<file path="config.mk">
export PLATFORM = sky130hd
export DESIGN_NAME = axis_sub_one
export DESIGN_NICKNAME = d
export VERILOG_FILES = /design/src/rtl/axis_sub_one_pkg.sv /design/src/rtl/axis_skid_buffer.sv /design/src/rtl/axis_sub_one.sv
export SDC_FILE = /design/constraint.sdc
export NUM_CORES = 1
export LEC_CHECK = 0
export CAP_MARGIN = 10
export CORE_MARGIN = 4
export CORE_UTILIZATION = 25
export DETAILED_ROUTE_END_ITERATION = 8
export DONT_BUFFER_PORTS = 1
export PLACE_DENSITY = 0.44
export SETUP_SLACK_MARGIN = 0.4
export SLEW_MARGIN = 5
export SYNTH_ARGS = -nofsm -noshare
export SYNTH_HDL_FRONTEND = slang
export SYNTH_SLANG_ARGS = --single-unit
</file>
<file path="constraint.sdc">
create_clock -name clock -period 3.9 [get_ports clock]
set_input_delay 0.975 -clock clock [delete_from_list [all_inputs] [get_ports clock]]
set_output_delay 0.975 -clock clock [all_outputs]
set_load 0.05 [all_outputs]
</file>
<file path="src/rtl/axis_sub_one_pkg.sv">
// Shared definitions for the byte-wise add-one / sub-one stream stages and their checkers.
package axis_sub_one_pkg;

    localparam int unsigned LANE_WIDTH     = 8;
    localparam int unsigned DEF_DATA_WIDTH = 32;
    localparam int unsigned KEEP_WIDTH     = DEF_DATA_WIDTH / LANE_WIDTH;
    localparam int unsigned MAX_KEEP_WIDTH = 128;
    localparam int unsigned POP_WIDTH      = 8;

    typedef enum logic [1:0] {
        EMPTY = 2'd0,
        ONE   = 2'd1,
        FULL  = 2'd2
    } skid_state_e;

    function automatic logic [LANE_WIDTH-1:0] dec_lane(input logic [LANE_WIDTH-1:0] lane);
        return lane - LANE_WIDTH'(1);
    endfunction

    // Number of set bits; callers zero-extend their tkeep to MAX_KEEP_WIDTH.
    function automatic logic [POP_WIDTH-1:0] popcount(input logic [MAX_KEEP_WIDTH-1:0] v);
        logic [POP_WIDTH-1:0] cnt;
        cnt = '0;
        for (int i = 0; i < MAX_KEEP_WIDTH; i++) begin
            cnt = cnt + POP_WIDTH'(v[i]);
        end
        return cnt;
    endfunction

endpackage

</file>
<file path="src/rtl/axis_skid_buffer.sv">
// Registered full-throughput skid buffer: output register plus one skid entry, registered ready.
module axis_skid_buffer
    import axis_sub_one_pkg::*;
#(
    parameter int unsigned WIDTH = 36
) (
    input  logic             clock,
    input  logic             reset,
    input  logic [WIDTH-1:0] s_data,
    input  logic             s_valid,
    output logic             s_ready,
    output logic [WIDTH-1:0] m_data,
    output logic             m_valid,
    input  logic             m_ready
);

    skid_state_e      state_q, state_d;
    logic [WIDTH-1:0] out_data_q, out_data_d;
    logic [WIDTH-1:0] skid_data_q, skid_data_d;
    logic             valid_q, valid_d;
    logic             ready_q, ready_d;
    logic             in_xfer;
    logic             out_xfer;

    always_comb begin
        state_d     = state_q;
        out_data_d  = out_data_q;
        skid_data_d = skid_data_q;
        in_xfer     = s_valid & ready_q;
        out_xfer    = valid_q & m_ready;

        unique case (state_q)
            EMPTY: begin
                if (in_xfer) begin
                    out_data_d = s_data;
                    state_d    = ONE;
                end
            end
            ONE: begin
                // A simultaneous in/out transfer bypasses the skid entry.
                if (in_xfer && out_xfer) begin
                    out_data_d = s_data;
                end else if (in_xfer) begin
                    skid_data_d = s_data;
                    state_d     = FULL;
                end else if (out_xfer) begin
                    state_d = EMPTY;
                end
            end
            FULL: begin
                if (out_xfer) begin
                    out_data_d = skid_data_q;
                    state_d    = ONE;
                end
            end
            default: state_d = EMPTY;
        endcase

        valid_d = (state_d != EMPTY);
        ready_d = (state_d != FULL);
    end

    always_ff @(posedge clock) begin
        if (reset) begin
            state_q     <= EMPTY;
            out_data_q  <= '0;
            skid_data_q <= '0;
            valid_q     <= 1'b0;
            ready_q     <= 1'b0;
        end else begin
            state_q     <= state_d;
            out_data_q  <= out_data_d;
            skid_data_q <= skid_data_d;
            valid_q     <= valid_d;
            ready_q     <= ready_d;
        end
    end

    assign s_ready = ready_q;
    assign m_data  = out_data_q;
    assign m_valid = valid_q;

endmodule

</file>
<file path="src/rtl/axis_sub_one.sv">
// AXI4-Stream byte-wise decrement stage with delivered-beat and kept-byte counters.
module axis_sub_one
    import axis_sub_one_pkg::*;
#(
    parameter int unsigned DATA_WIDTH  = 32,
    parameter int unsigned COUNT_WIDTH = 32
) (
    input  logic                      clock,
    input  logic                      reset,
    input  logic [DATA_WIDTH-1:0]     s_axis_tdata,
    input  logic [DATA_WIDTH/8-1:0]   s_axis_tkeep,
    input  logic                      s_axis_tvalid,
    output logic                      s_axis_tready,
    output logic [DATA_WIDTH-1:0]     m_axis_tdata,
    output logic [DATA_WIDTH/8-1:0]   m_axis_tkeep,
    output logic                      m_axis_tvalid,
    input  logic                      m_axis_tready,
    output logic [COUNT_WIDTH-1:0]    beat_count,
    output logic [COUNT_WIDTH-1:0]    byte_count
);

    localparam int unsigned KEEP_W    = DATA_WIDTH / LANE_WIDTH;
    localparam int unsigned PAYLOAD_W = DATA_WIDTH + KEEP_W;

    logic [DATA_WIDTH-1:0]  dec_data;
    logic [PAYLOAD_W-1:0]   in_payload;
    logic [PAYLOAD_W-1:0]   out_payload;
    logic [COUNT_WIDTH-1:0] beat_q, beat_d;
    logic [COUNT_WIDTH-1:0] byte_q, byte_d;

    // Decrement before registering so the skid buffer carries finished data.
    always_comb begin
        dec_data = '0;
        for (int i = 0; i < int'(KEEP_W); i++) begin
            dec_data[i*LANE_WIDTH +: LANE_WIDTH] = dec_lane(s_axis_tdata[i*LANE_WIDTH +: LANE_WIDTH]);
        end
    end

    assign in_payload = {s_axis_tkeep, dec_data};

    axis_skid_buffer #(
        .WIDTH (PAYLOAD_W)
    ) u_skid (
        .clock   (clock),
        .reset   (reset),
        .s_data  (in_payload),
        .s_valid (s_axis_tvalid),
        .s_ready (s_axis_tready),
        .m_data  (out_payload),
        .m_valid (m_axis_tvalid),
        .m_ready (m_axis_tready)
    );

    assign m_axis_tdata = out_payload[DATA_WIDTH-1:0];
    assign m_axis_tkeep = out_payload[PAYLOAD_W-1:DATA_WIDTH];

    always_comb begin
        beat_d = beat_q;
        byte_d = byte_q;
        if (m_axis_tvalid && m_axis_tready) begin
            beat_d = beat_q + COUNT_WIDTH'(1);
            byte_d = byte_q + COUNT_WIDTH'(popcount(MAX_KEEP_WIDTH'(m_axis_tkeep)));
        end
    end

    always_ff @(posedge clock) begin
        if (reset) begin
            beat_q <= '0;
            byte_q <= '0;
        end else begin
            beat_q <= beat_d;
            byte_q <= byte_d;
        end
    end

    assign beat_count = beat_q;
    assign byte_count = byte_q;

endmodule

</file>
# == Yosys cells after proc, flatten, opt, wreduce, memory -nomap -nowiden ==
# Cells that the tools add are included.
# totals
reg_bits,140
latch_bits,0
ramBits,0
rom_bits,0
in_bits,40
out_inout_bits,102
elab_cells,42
memories,0
# classes
addsub,9
n_mul,0
n_div,0
magnitude_cmp,0
n_eq_ne,6
shift,0
muxes,10
n_bitwise,3
reduce_logical,7
# ops
cell,n
$mux W36,3
$pmux W36 S3,1
$add A32 B1 Y32 const B,1
$add A32 B4 Y32,1
$sub A8 B1 Y8 const B,4
$mux W2,5
$ne A2 B1 Y1 const B,3
$pmux W2 S3,1
$add A3 B1 Y4,1
$reduce_and A4 Y1,1
$add A2 B1 Y3,1
$reduce_and A3 Y1,1
$reduce_bool A3 Y1,1
$add A1 B1 Y2,1
$and A1 B1 Y1,2
$eq A2 B1 Y1 const B,1
$eq A2 B2 Y1 const B,1
$logic_and A1 B1 Y1,2
$logic_not A2 Y1,1
$ne A2 B2 Y1 const B,1
$reduce_bool A2 Y1,1
$not A1 Y1,1

# == Depth between registers and ports, before layout ==
# Gate-level depths: netlist of run 1.
# logic_depth
ltp_word,6
mapped_depth,9
mapped_depth_nobuf,8

# == Hierarchy ==
# From an unflattened synthesis of run 1, not the netlist that was laid out.
# hier_totals
cells_unflattened,784
area_unflattened_um2,6891.6
# modules_own_cells
mod,n_inst,cells_per_inst,area_per_inst_um2,seq_area_each_um2
axis_sub_one,1,429,3513.4,1281.2
axis_skid_buffer,1,355,3378.2,1521.5

# == Worst setup path before layout of run 1 ==
# Ideal clock, no wire load.
# synth_path
kind,register to register
from,"register u_skid.out_data_q[32], in the netlist u_skid.m_data[32]"
to,"register byte_q[24], in the netlist byte_count[24]"
setup_time_ns,0.070
arrival_time_ns,2.924
required_time_ns,3.830
slack_ns,0.905
path_stages_with_launch,10
n_path_buf,1
synth_period_minus_slack_ns,2.995
cell_sequence,dfxtp_1 -> fa_1 -> fa_1 -> inv_1 -> fa_1 -> and4b_1 -> nand4_1 -> buf_2 -> or4_1 -> a21oi_1
# synth_between
elab_chain_cells,4
# synth_rtl
item,line_no,text
from (decl),axis_skid_buffer.sv:18,"logic [WIDTH-1:0] out_data_q, out_data_d;"
from (signal assigned),axis_skid_buffer.sv:72,out_data_q <= out_data_d;
$add A1 B1 Y2,axis_sub_one_pkg.sv:25,cnt = cnt + POP_WIDTH'(v[i]);
$add A2 B1 Y3,axis_sub_one_pkg.sv:25,
$add A3 B1 Y4,axis_sub_one_pkg.sv:25,
$add A32 B4 Y32,axis_sub_one.sv:62,byte_d = byte_q + COUNT_WIDTH'(popcount(MAX_KEEP_WIDTH'(m_axis_tkeep)));
to (signal assigned),axis_sub_one.sv:72,byte_q <= byte_d;
to (decl),axis_sub_one.sv:29,"logic [COUNT_WIDTH-1:0] byte_q, byte_d;"
# Every way passes these cells.
# A chain may end at the register's enable or synchronous reset.

# == Final worst setup path of run 1 ==
# layout_path
from,"register u_skid.out_data_q[32], in the netlist u_skid.m_data[32]"
to,"register byte_q[28], in the netlist byte_count[28]"
# The elaborated chain is that of the path after synthesis.

==> results of run 1 <==
==> final timing paths <==
check / start / end / depth (start not counted)
max: u_skid.m_data[32]$_SDFFE_PP0P_ / byte_count[28]$_SDFFE_PP0P_ / 8
min reg2reg: u_skid.skid_data_q[35]$_SDFFE_PP0P_ / u_skid.skid_data_q[35]$_SDFFE_PP0P_ / 2
max reg2reg: u_skid.m_data[32]$_SDFFE_PP0P_ / byte_count[28]$_SDFFE_PP0P_ / 8
min: u_skid.skid_data_q[35]$_SDFFE_PP0P_ / u_skid.skid_data_q[35]$_SDFFE_PP0P_ / 2
==> stage by stage <==
stage | util [%] | hold WS (ps) | power (W) | instance area (um2)
after CTS | 28.97 | 451.1 | 0.003555 | 7527
after detailed placement | 26.71 | 442.6 | 0.001867 | 6942
final | 28.97 | 453.8 | 0.003490 | 7527
after global placement | 26.71 | 439.8 | 0.001865 | 6942
after global routing | 28.97 | 470.4 | 0.003645 | 7527
after floorplan | - | 436.6 | 0.001813 | 6593
==> sequential cells by signal, summed over array words and instances (netlist names) <==
signal and flops:
byte_count 32, u_skid.skid_data_q 36, u_skid.s_ready 1, u_skid.state_q 2, beat_count 32, u_skid.m_data 36, u_skid.m_valid 1
==> cell type report <==
class / count / area share, %
flip-flops and latches: 140 / 37.23
clock inverters: 12 / 1.845
repair buffers: 19 / 1.895
clock buffers: 20 / 5.934
inverters: 15 / 0.7480
well taps: 335 / 5.568
multi-input cells: 578 / 46.78
==> routing by layer <==
metal | vias up | routed length (um) | GRT usage, %
li1 | 2867 | - | -
met1 | 2625 | 8803 | 16.53
met2 | 121 | 9318 | 22.11
met3 | 10 | 1549 | 5.552
met4 | 0 | 163 | 3.160
met5 | - | 0 | 0
==> cells by family (layout without fill, tap and decap cells) <==
group	count (synthesis)	in the layout	synth area share (%)
AO/OA/AOI/OAI	179	179	17.94
XOR/XNOR	35	35	4.650
adder cells (fa/ha/maj)	9	9	2.050
buffers and inverters	69	66	4.137
flip-flops	140	140	42.51
multiplexers	4	4	0.6832
AND/OR/NAND/NOR	351	351	28.03
==> cells in the mapped netlist, types with 4 or more instances <==
cell type	number	area, um2
a211o_1	7	61.31
a211oi_1	24	180.2
a21oi_1	65	325.3
a311oi_1	6	52.55
and2_1	5	31.28
and3_1	4	25.02
and4_1	10	87.58
buf_2	5	25.02
clkbuf_1	45	168.9
dfxtp_1	140	2803
ha_1	6	75.07
inv_1	15	56.30
mux2_2	4	45.04
nand2_1	85	319.1
nand2b_1	4	25.02
nand3_1	19	95.09
nand3b_1	12	90.09
nand4_1	20	125.1
nand4b_1	6	52.55
nor2_1	83	311.6
nor2b_1	5	31.28
nor3_1	29	145.1
nor3b_1	4	30.03
nor4_1	7	43.79
o211ai_1	18	135.1
o21ai_0	14	70.07
o31ai_1	23	172.7
o41ai_1	10	87.58
or3_1	21	131.4
or4_1	26	195.2
xnor2_1	17	148.9
xor2_1	18	157.7
==> where the power goes <==
part	switching [W]	internal [W]	total (W)
sequential	0.000119	0.00148	0.00159
combinational	0.000144	0.0000892	0.000233
clock	0.000697	0.000966	0.00166
==> critical path, cell delays in order, from the launching register on <==
cell     delay (ps)
dfxtp_1         320
fa_1            560
fa_1            190
inv_1            60
fa_1            390
and4b_1         360
nand4_1         400
or4b_2          750
a21oi_1         160
==> key figures, run 1 <==
Final layout
  – Most frequent cells in the layout: dfxtp_1 (140), nand2_1 (85), nor2_1 (83)
  – Filler instances: 2742
  – Layout cells sized above 1: 7.781%
  – Area Growth Syn to Fin: 14.18%
  – Layout Nets: 820
  – Register area: 0.002803 mm2
  – Most common cell after layout, fill and taps aside: dfxtp_1
  – Area of the multi-input gates: 0.003521 mm2
  – Layout Cells excl Fill: 1119
  – Antenna cells: 0

Placement
  – RePlAce Congestion: 0.7434
  – Pre-CTS WS: 665.0 ps
  – Detail Placement HPWL: 13510 um
  – Placed instance count: 1087
  – I/O Buffers: 0

Global routing
  – Vias in the first global route: 5406
  – Initial antenna violation count: 0
  – Pin count of the biggest net entering global routing: 158
  – Gr usage total: 13.47%
  – First-pass GRT wire length: 30940 um
  – Global route overflow: 0

Setup path
  – Required time worst endpoint: 4250 ps
  – CP Capture Type: flip-flop
  – Critical path fanouts, max: 12
  – Crit start category: flip-flop
  – CP Data Arrival Time: 3600 ps
  – Reg2reg setup slack: 660 ps
  – Critical path type: flip-flop to flip-flop

STA
  – Rel. slew slack: 47.63%
  – Final WS setup: 655.1 ps
  – Slew at the pin with the worst max-slew slack: 784.5 ps
  – Min cycle time layout: 3245 ps
  – Skew final: 13.53 ps
  – Slew Viols, Final: 0
  – Period utilization: 83.20%
  – Final setup violation count: 0
  – FMAX: 308.2 MHz
  – Fin Setup TNS: 0 ps
  – Unrepaired setup endpoints after global routing: no
  – Final Hold Fails: 0

Yosys
  – EDFF count, synth: 0
  – Syn nets: 836
  – Post-Syn Instances: 787
  – Post-Syn Area: 0.006593 mm2
  – Syn Area/Cell: 8.377 um2
  – Post-synth ARST share: 0%
  – Seq/Total Area, Yosys: 42.51%
  – Netlist cell types: 49
  – Synth warnings: 0
  – Most used DFF post-synth: dfxtp_1
  – Number of synthesized register bits: 140

Die
  – Core box area: 0.02598 mm2
  – Die ar.: 0.02903 mm2
  – Row cnt: 59
  – Die Y: 170.4 um
  – IO Pins: 142
  – Die width: 170.4 um
  – Initial Util: 25.37%

Routing
  – DR WL/cell: 17.73 um
  – First-pass DRT Iterations: 4
  – Post-route ant nets: 0
  – Number of DRC markers in iteration 0: 314
  – Remaining routing DRC violations: 0
  – Final WL: 19840 um
  – DR vias/cell: 5.025
  – Vias post-DR: 5623

Clock network
  – CTS buffer count: 17
  – Skew-Pair Late Insertion Delay: 420 ps
  – Root buf cell: clkbuf_16
  – CTS Buffer Depth: 2
  – Cts hold-fix bufs: 0
  – CTS tree: done
  – Resize count post-CTS: 0
  – H-tree depth: 4
  – Clock Pin Slew Worst Setup and Hold Paths: 70 ps
  – Post-CTS setup buffers: 0
  – Sink Count: 140

Flow run
  – Max_cap viols: 0

Hold path
  – HP Class: flip-flop to flip-flop

Power and ir drop
  – Leakage: 2.390 nW
  – Peak supply drop: 0.0002249 V
  – PD cells: 463.7 mW/mm2

Run status
  – Status: finished clean
Power figures use the tool's default switching activity.
==> inputs of run 2 (changes only) <==
clock period = 3.2 ns   (was 3.9 ns; I/O delays follow)
==> key figures, run 2 (synthesis gave the netlist of run 1 again) <==
Run status
  – Status: finished clean

Setup path
  – RR Startpoint: u_skid.m_data[34]$_SDFFE_PP0P_
  – Worst Setup SP: u_skid.m_data[34]$_SDFFE_PP0P_
  – CP most frequent cell: fa_2
  – Family with the most delay on the worst path: adder cells
  – CP Capture Type: flip-flop
  – Worst Path Buf+Inv: 2 (+1)
  – CP Data Arrival Time: 3210 ps (-390 ps)
  – Critical path fanouts, max: 6 (-6)
  – Worst-path cell chain: fa_1 > fa_2 > inv_2 > fa_2 > and4b_1 > nand4_1 > buf_4 > o41ai_1 > a21oi_2
  – Largest stage delay on the critical path: 550 ps (-200 ps)
  – CP max stage cell: fa_1
  – Required time worst endpoint: 3500 ps (-750 ps)
  – Critical path type: flip-flop to flip-flop
  – Crit start category: flip-flop

STA
  – Slew Viols, Final: 0 (unchanged)
  – Skew final: 16.65 ps (+3.129 ps)
  – Final setup violation count: 0 (unchanged)
  – Min cycle time layout: 2915 ps (-330.3 ps)
  – Unrepaired setup endpoints after global routing: yes
  – Fin Setup TNS: 0 ps (unchanged)
  – Rel. slew slack: 47.83% (+0.20 points)
  – Slew at the pin with the worst max-slew slack: 781.5 ps (-3.057 ps)
  – Final WS setup: 285.4 ps (-369.7 ps)
  – Worst hold slack: 442.6 ps (-11.22 ps)
  – FMAX: 343.1 MHz (+11%)
  – Period utilization: 91.08% (+7.9 points)
  – Final Hold Fails: 0 (unchanged)

Global routing
  – Vias in the first global route: 5506 (+1.8%)
  – First-pass GRT wire length: 31640 um (+2.3%)
  – Pin count of the biggest net entering global routing: 158 (unchanged)
  – Initial antenna violation count: 0 (unchanged)
  – Gr usage total: 13.73% (+0.26 points)
  – Global route overflow: 0 (unchanged)

Placement
  – RePlAce Congestion: 0.7624 (+2.6%)
  – I/O Buffers: 0 (unchanged)
  – Detail Placement HPWL: 13710 um (+1.5%)
  – Pre-CTS WS: 242.5 ps (-422.5 ps)

Routing
  – Remaining routing DRC violations: 0 (unchanged)
  – First-pass DRT Iterations: 4 (unchanged)
  – DR vias/cell: 5.066 (+0.82%)
  – Post-route ant nets: 0 (unchanged)
  – Final WL: 19970 um (+0.70%)
  – DR WL/cell: 17.46 um (-1.5%)
  – Number of DRC markers in iteration 0: 294 (-6.4%)
  – Vias post-DR: 5796 (+3.1%)

Clock network
  – CTS Buffer Depth: 2 (unchanged)
  – CTS tree: done
  – CTS buffer count: 17 (unchanged)
  – Sink Count: 140 (unchanged)
  – Clock Pin Slew Worst Setup and Hold Paths: 70 ps (about the same)
  – Cts hold-fix bufs: 0 (unchanged)
  – Root buf cell: clkbuf_16
  – H-tree depth: 4 (unchanged)
  – Skew-Pair Late Insertion Delay: 420 ps (about the same)

Final layout
  – Layout cells sized above 1: 12.98% (+5.2 points)
  – Most common cell after layout, fill and taps aside: dfxtp_1
  – Antenna cells: 0 (unchanged)
  – Layout Nets: 846 (+3.2%)
  – Filler instances: 2800 (+2.1%)
  – Most frequent cells in the layout: dfxtp_1 (137), nand2_1 (85), nor2_1 (83)
  – Area Growth Syn to Fin: 18.96%

Die
  – Row cnt: 59 (unchanged)
  – Initial Util: 25.37% (unchanged)
  – IO Pins: 142 (unchanged)
  – Die Y: 170.4 um (unchanged)
  – Die ar.: 0.02903 mm2 (unchanged)
  – Die width: 170.4 um (unchanged)
  – Core box area: 0.02598 mm2 (unchanged)

Hold path
  – HP Class: primary input to flip-flop
  – HP Start: reset

Flow run
  – Max_cap viols: 0 (unchanged)

Power and ir drop
  – PD cells: 560.6 mW/mm2 (+21%)
  – Peak supply drop: 0.0003344 V (+49%)
  – Final Total Pwr: 0.004397 W (+26%)
  – Leakage: 2.564 nW (+7.3%)
==> run 2: changes by cell type in the layout (fill, tap and decap cells not counted), sizes merged <==
cell      delta
buf         +26
bufinv       +2
clkbuf       -1
clkinvlp     -3
inv          +1
==> run 2: path summary, 6_finish.rpt <==
path | to | slack (ps) | cells after the start
setup reg to reg | byte_count[26]$_SDFFE_PP0P_ | 290 | 9
hold reg to reg | u_skid.skid_data_q[33]$_SDFFE_PP0P_ | 460 | 2
hold / removal | u_skid.m_data[0]$_SDFFE_PP0P_ | 440 | 1
setup / recovery | byte_count[26]$_SDFFE_PP0P_ | 290 | 9
==> run 2: routing by layer <==
| metal | part of all wire, % | vias up | track usage, % | wire length, um |
|---|---|---|---|---|
| li1 | - | 2905 | - | - |
| met1 | 44 | 2751 | 17.27 | 8871 |
| met2 | 46 | 129 | 22.11 | 9283 |
| met3 | 8.3 | 11 | 5.552 | 1664 |
| met4 | 0.78 | 0 | 3.194 | 155 |
| met5 | 0 | - | 0 | 0 |
==> run 2: stage by stage <==
| stage | utilization, % | cells | instance area, um2 |
|---|---|---|---|
| 2_1_floorplan | - | 787 | 6609 |
| 3_3_place_gp | 27.46 | 1109 | 7136 |
| 3_5_place_dp | 27.46 | 1109 | 7136 |
| 4_1_cts | 29.97 | 1142 | 7789 |
| 5_1_grt | 30.18 | 1144 | 7843 |
| 6_report | 30.18 | 1144 | 7843 |
==> run 2: power by group <==
part / switching [W] / internal [W]
clock network: 0.000828 / 0.00134
registers: 0.000140 / 0.00180
logic: 0.000182 / 0.000113
==> run 2: area by class of cell <==
class | instances | area [um2] | share of cell area (%)
multi-input cells | 578 | 3575 | 45.58
flip-flops and latches | 140 | 2811 | 35.85
repair buffers | 45 | 350.3 | 4.467
inverters | 15 | 56.30 | 0.7179
clock inverters | 12 | 187.7 | 2.393
clock buffers | 19 | 442.9 | 5.648
well taps | 335 | 419.2 | 5.345
==> run 2: timing repair <==
item | in CTS | in global routing
setup buffers | 2 | 2
gates resized for setup | 2 | 10
setup endpoints to repair | 4 | 9
pin swaps | 6 | 7
==> inputs of run 3 (changes only) <==
DONT_BUFFER_PORTS = default   (was 1)
PLACE_DENSITY = default   (was 0.44)
==> key figures, run 3 (synthesis gave the netlist of run 1 again) <==
Run status
  – Status: finished clean

Clock network
  – Skew-Pair Late Insertion Delay: 420 ps (about the same)
  – CTS tree: done
  – Sink Count: 140 (unchanged)
  – Clock Pin Slew Worst Setup and Hold Paths: 60 ps (about the same)
  – CTS buffer count: 17 (unchanged)
  – Root buf cell: clkbuf_16
  – H-tree depth: 4 (unchanged)
  – CTS Buffer Depth: 2 (unchanged)

Setup path
  – Required time worst endpoint: 3550 ps (+50 ps)
  – Family with the most delay on the worst path: adder cells
  – Largest stage delay on the critical path: 560 ps (about the same)
  – CP Data Arrival Time: 3200 ps (about the same)
  – Crit start category: flip-flop
  – Critical path fanouts, max: 4 (-2)
  – Worst R2R Path Depth: 9 (unchanged)
  – Crit path depth: 9 (unchanged)
  – CP most frequent cell: fa_2
  – CP Capture Type: flip-flop
  – CP max stage cell: fa_1
  – Worst Path Buf+Inv: 2 (unchanged)
  – Critical path type: flip-flop to flip-flop
  – Worst-path cell chain: fa_1 > fa_2 > inv_2 > fa_2 > and4b_1 > nand4_1 > buf_4 > or4_4 > a21oi_2

STA
  – Slew at the pin with the worst max-slew slack: 798.1 ps (+16.60 ps)
  – Final Hold Fails: 0 (unchanged)
  – Slew Viols, Final: 0 (unchanged)
  – Period utilization: 89.14% (-1.9 points)
  – Fin Setup TNS: 0 ps (unchanged)
  – Skew final: 9.948 ps (-6.706 ps)
  – Rel. slew slack: 46.79% (-1.0 points)
  – FMAX: 350.6 MHz (+2.2%)
  – Final setup violation count: 0 (unchanged)
  – Unrepaired setup endpoints after global routing: yes
  – Worst hold slack: 453.6 ps (+10.94 ps)
  – Min cycle time layout: 2853 ps (-61.95 ps)

Power and ir drop
  – Peak supply drop: 0.0002847 V (-15%)
  – Switching Fraction: 24.68% (-1.5 points)
  – Leakage: 3.001 nW (+17%)
  – Combinational fraction of design power: 11.9% (+5.2 points)
  – P_sw: 0.001141 W (-0.72%)
  – Int Pwr: 0.003482 W (+7.2%)
  – Clock share of power: 48.3% (-0.9 points)
  – PD cells: 504.1 mW/mm2 (-10%)
  – Register share of total power: 39.8% (-4.3 points)

Global routing
  – Initial antenna violation count: 3 (+3)
  – Vias in the first global route: 5937 (+7.8%)
  – Gr usage total: 13.56% (-0.17 points)
  – First-pass GRT wire length: 31800 um (+0.48%)
  – Global route overflow: 0 (unchanged)
  – Pin count of the biggest net entering global routing: 77 (-51%)

Routing
  – First-pass DRT Iterations: 5 (+1)
  – Remaining routing DRC violations: 0 (unchanged)
  – Final WL: 19530 um (-2.2%)
  – DR vias/cell: 4.939 (-2.5%)
  – Post-route ant nets: 0 (unchanged)
  – Number of DRC markers in iteration 0: 391 (+33%)
  – Vias post-DR: 6258 (+8.0%)
  – DR WL/cell: 15.41 um (-12%)

Die
  – Die width: 170.4 um (unchanged)
  – Row cnt: 59 (unchanged)
  – Initial Util: 25.37% (unchanged)
  – IO Pins: 142 (unchanged)
  – Die Y: 170.4 um (unchanged)
  – Die ar.: 0.02903 mm2 (unchanged)
  – Core box area: 0.02598 mm2 (unchanged)

Placement
  – I/O Buffers: 141 (+141)
  – Detail Placement HPWL: 14070 um (+2.6%)
  – RePlAce Congestion: 0.7743 (+1.6%)

Final layout
  – Most frequent cells in the layout: clkdlybuf4s50_1 (139), dfxtp_1 (137), nand2_1 (85)
  – Most common cell after layout, fill and taps aside: clkdlybuf4s50_1
  – Layout cells sized above 1: 8.593% (-4.4 points)
  – Layout Nets: 968 (+14%)
  – Area Growth Syn to Fin: 39.10%

Hold path
  – Cell depth of the worst hold path: 2 (+1)
  – HP Class: flip-flop to flip-flop

Flow run
  – Max_cap viols: 0 (unchanged)
run 3: worst paths after layout:
kind         slack [ps]                                   to                           startpoint
min                 450  u_skid.skid_data_q[32]$_SDFFE_PP0P_  u_skid.skid_data_q[32]$_SDFFE_PP0P_
max                 350          byte_count[20]$_SDFFE_PP0P_       u_skid.m_data[34]$_SDFFE_PP0P_
max reg2reg         350          byte_count[20]$_SDFFE_PP0P_       u_skid.m_data[34]$_SDFFE_PP0P_
min reg2reg         450  u_skid.skid_data_q[32]$_SDFFE_PP0P_  u_skid.skid_data_q[32]$_SDFFE_PP0P_
run 3: metal layers:
| metal | global-route usage [%] | up-vias | routed length [um] | part of all wire (%) |
|---|---|---|---|---|
| met5 | 0 | - | 26 | 0.13 |
| met1 | 17.23 | 2944 | 8814 | 45 |
| met4 | 3.333 | 4 | 111 | 0.57 |
| met3 | 5.830 | 15 | 1697 | 8.7 |
| li1 | - | 3146 | - | - |
| met2 | 21.30 | 149 | 8878 | 45 |
run 3: power groups by stage:
stage | clock, W | combinational, W | sequential, W
2_1_floorplan | 0 | 0.000210 | 0.00200
3_3_place_gp | 0 | 0.000549 | 0.00188
3_5_place_dp | 0 | 0.000553 | 0.00188
4_1_cts | 0.00228 | 0.000559 | 0.00184
5_1_grt | 0.00237 | 0.000600 | 0.00185
6_report | 0.00223 | 0.000550 | 0.00184
run 3: layout make-up:
| type | instances | area [um2] |
|---|---|---|
| Clock buffer | 22 | 485.5 |
| Timing Repair Buffer | 167 | 1648 |
| Inverter | 15 | 56.30 |
| Multi-Input combinational cell | 578 | 3566 |
| Tap cell | 335 | 419.2 |
| Sequential cell | 140 | 2811 |
| Fill cell | 2720 | 16810 |
| Antenna cell | 1 | 2.502 |
| Clock inverter | 9 | 181.4 |
run 3: through the flow:
| stage | power [W] | worst slack (ps) | cells | utilization (%) | cell area [um2] |
|---|---|---|---|---|---|
| 6_report | 0.004623 | 347.4 | 1267 | 35.29 | 9170 |
| 4_1_cts | 0.004680 | 321.5 | 1265 | 35.10 | 9121 |
| 5_1_grt | 0.004816 | 241.0 | 1267 | 35.29 | 9170 |
| 3_3_place_gp | 0.002428 | 331.6 | 1231 | 32.42 | 8424 |
| 2_1_floorplan | 0.002212 | 382.4 | 787 | - | 6609 |
| 3_5_place_dp | 0.002432 | 277.1 | 1231 | 32.42 | 8424 |
run 3: what timing repair did:
item                                    in CTS  in global routing
endpoints found under the setup margin       6                 10
hold buffers                                 0                  0
resized for setup                            2                  8
buffers inserted                             3                  1
pin swaps                                    8                  4
run 3: worst reg2reg max path, cell delays in order, from the launching register on:
cell     delay [ps]
dfxtp_4         340
fa_1            560
fa_2            210
inv_2            40
fa_2            330
and4b_1         300
nand4_1         240
buf_4           230
or4_4           410
a21oi_2         130
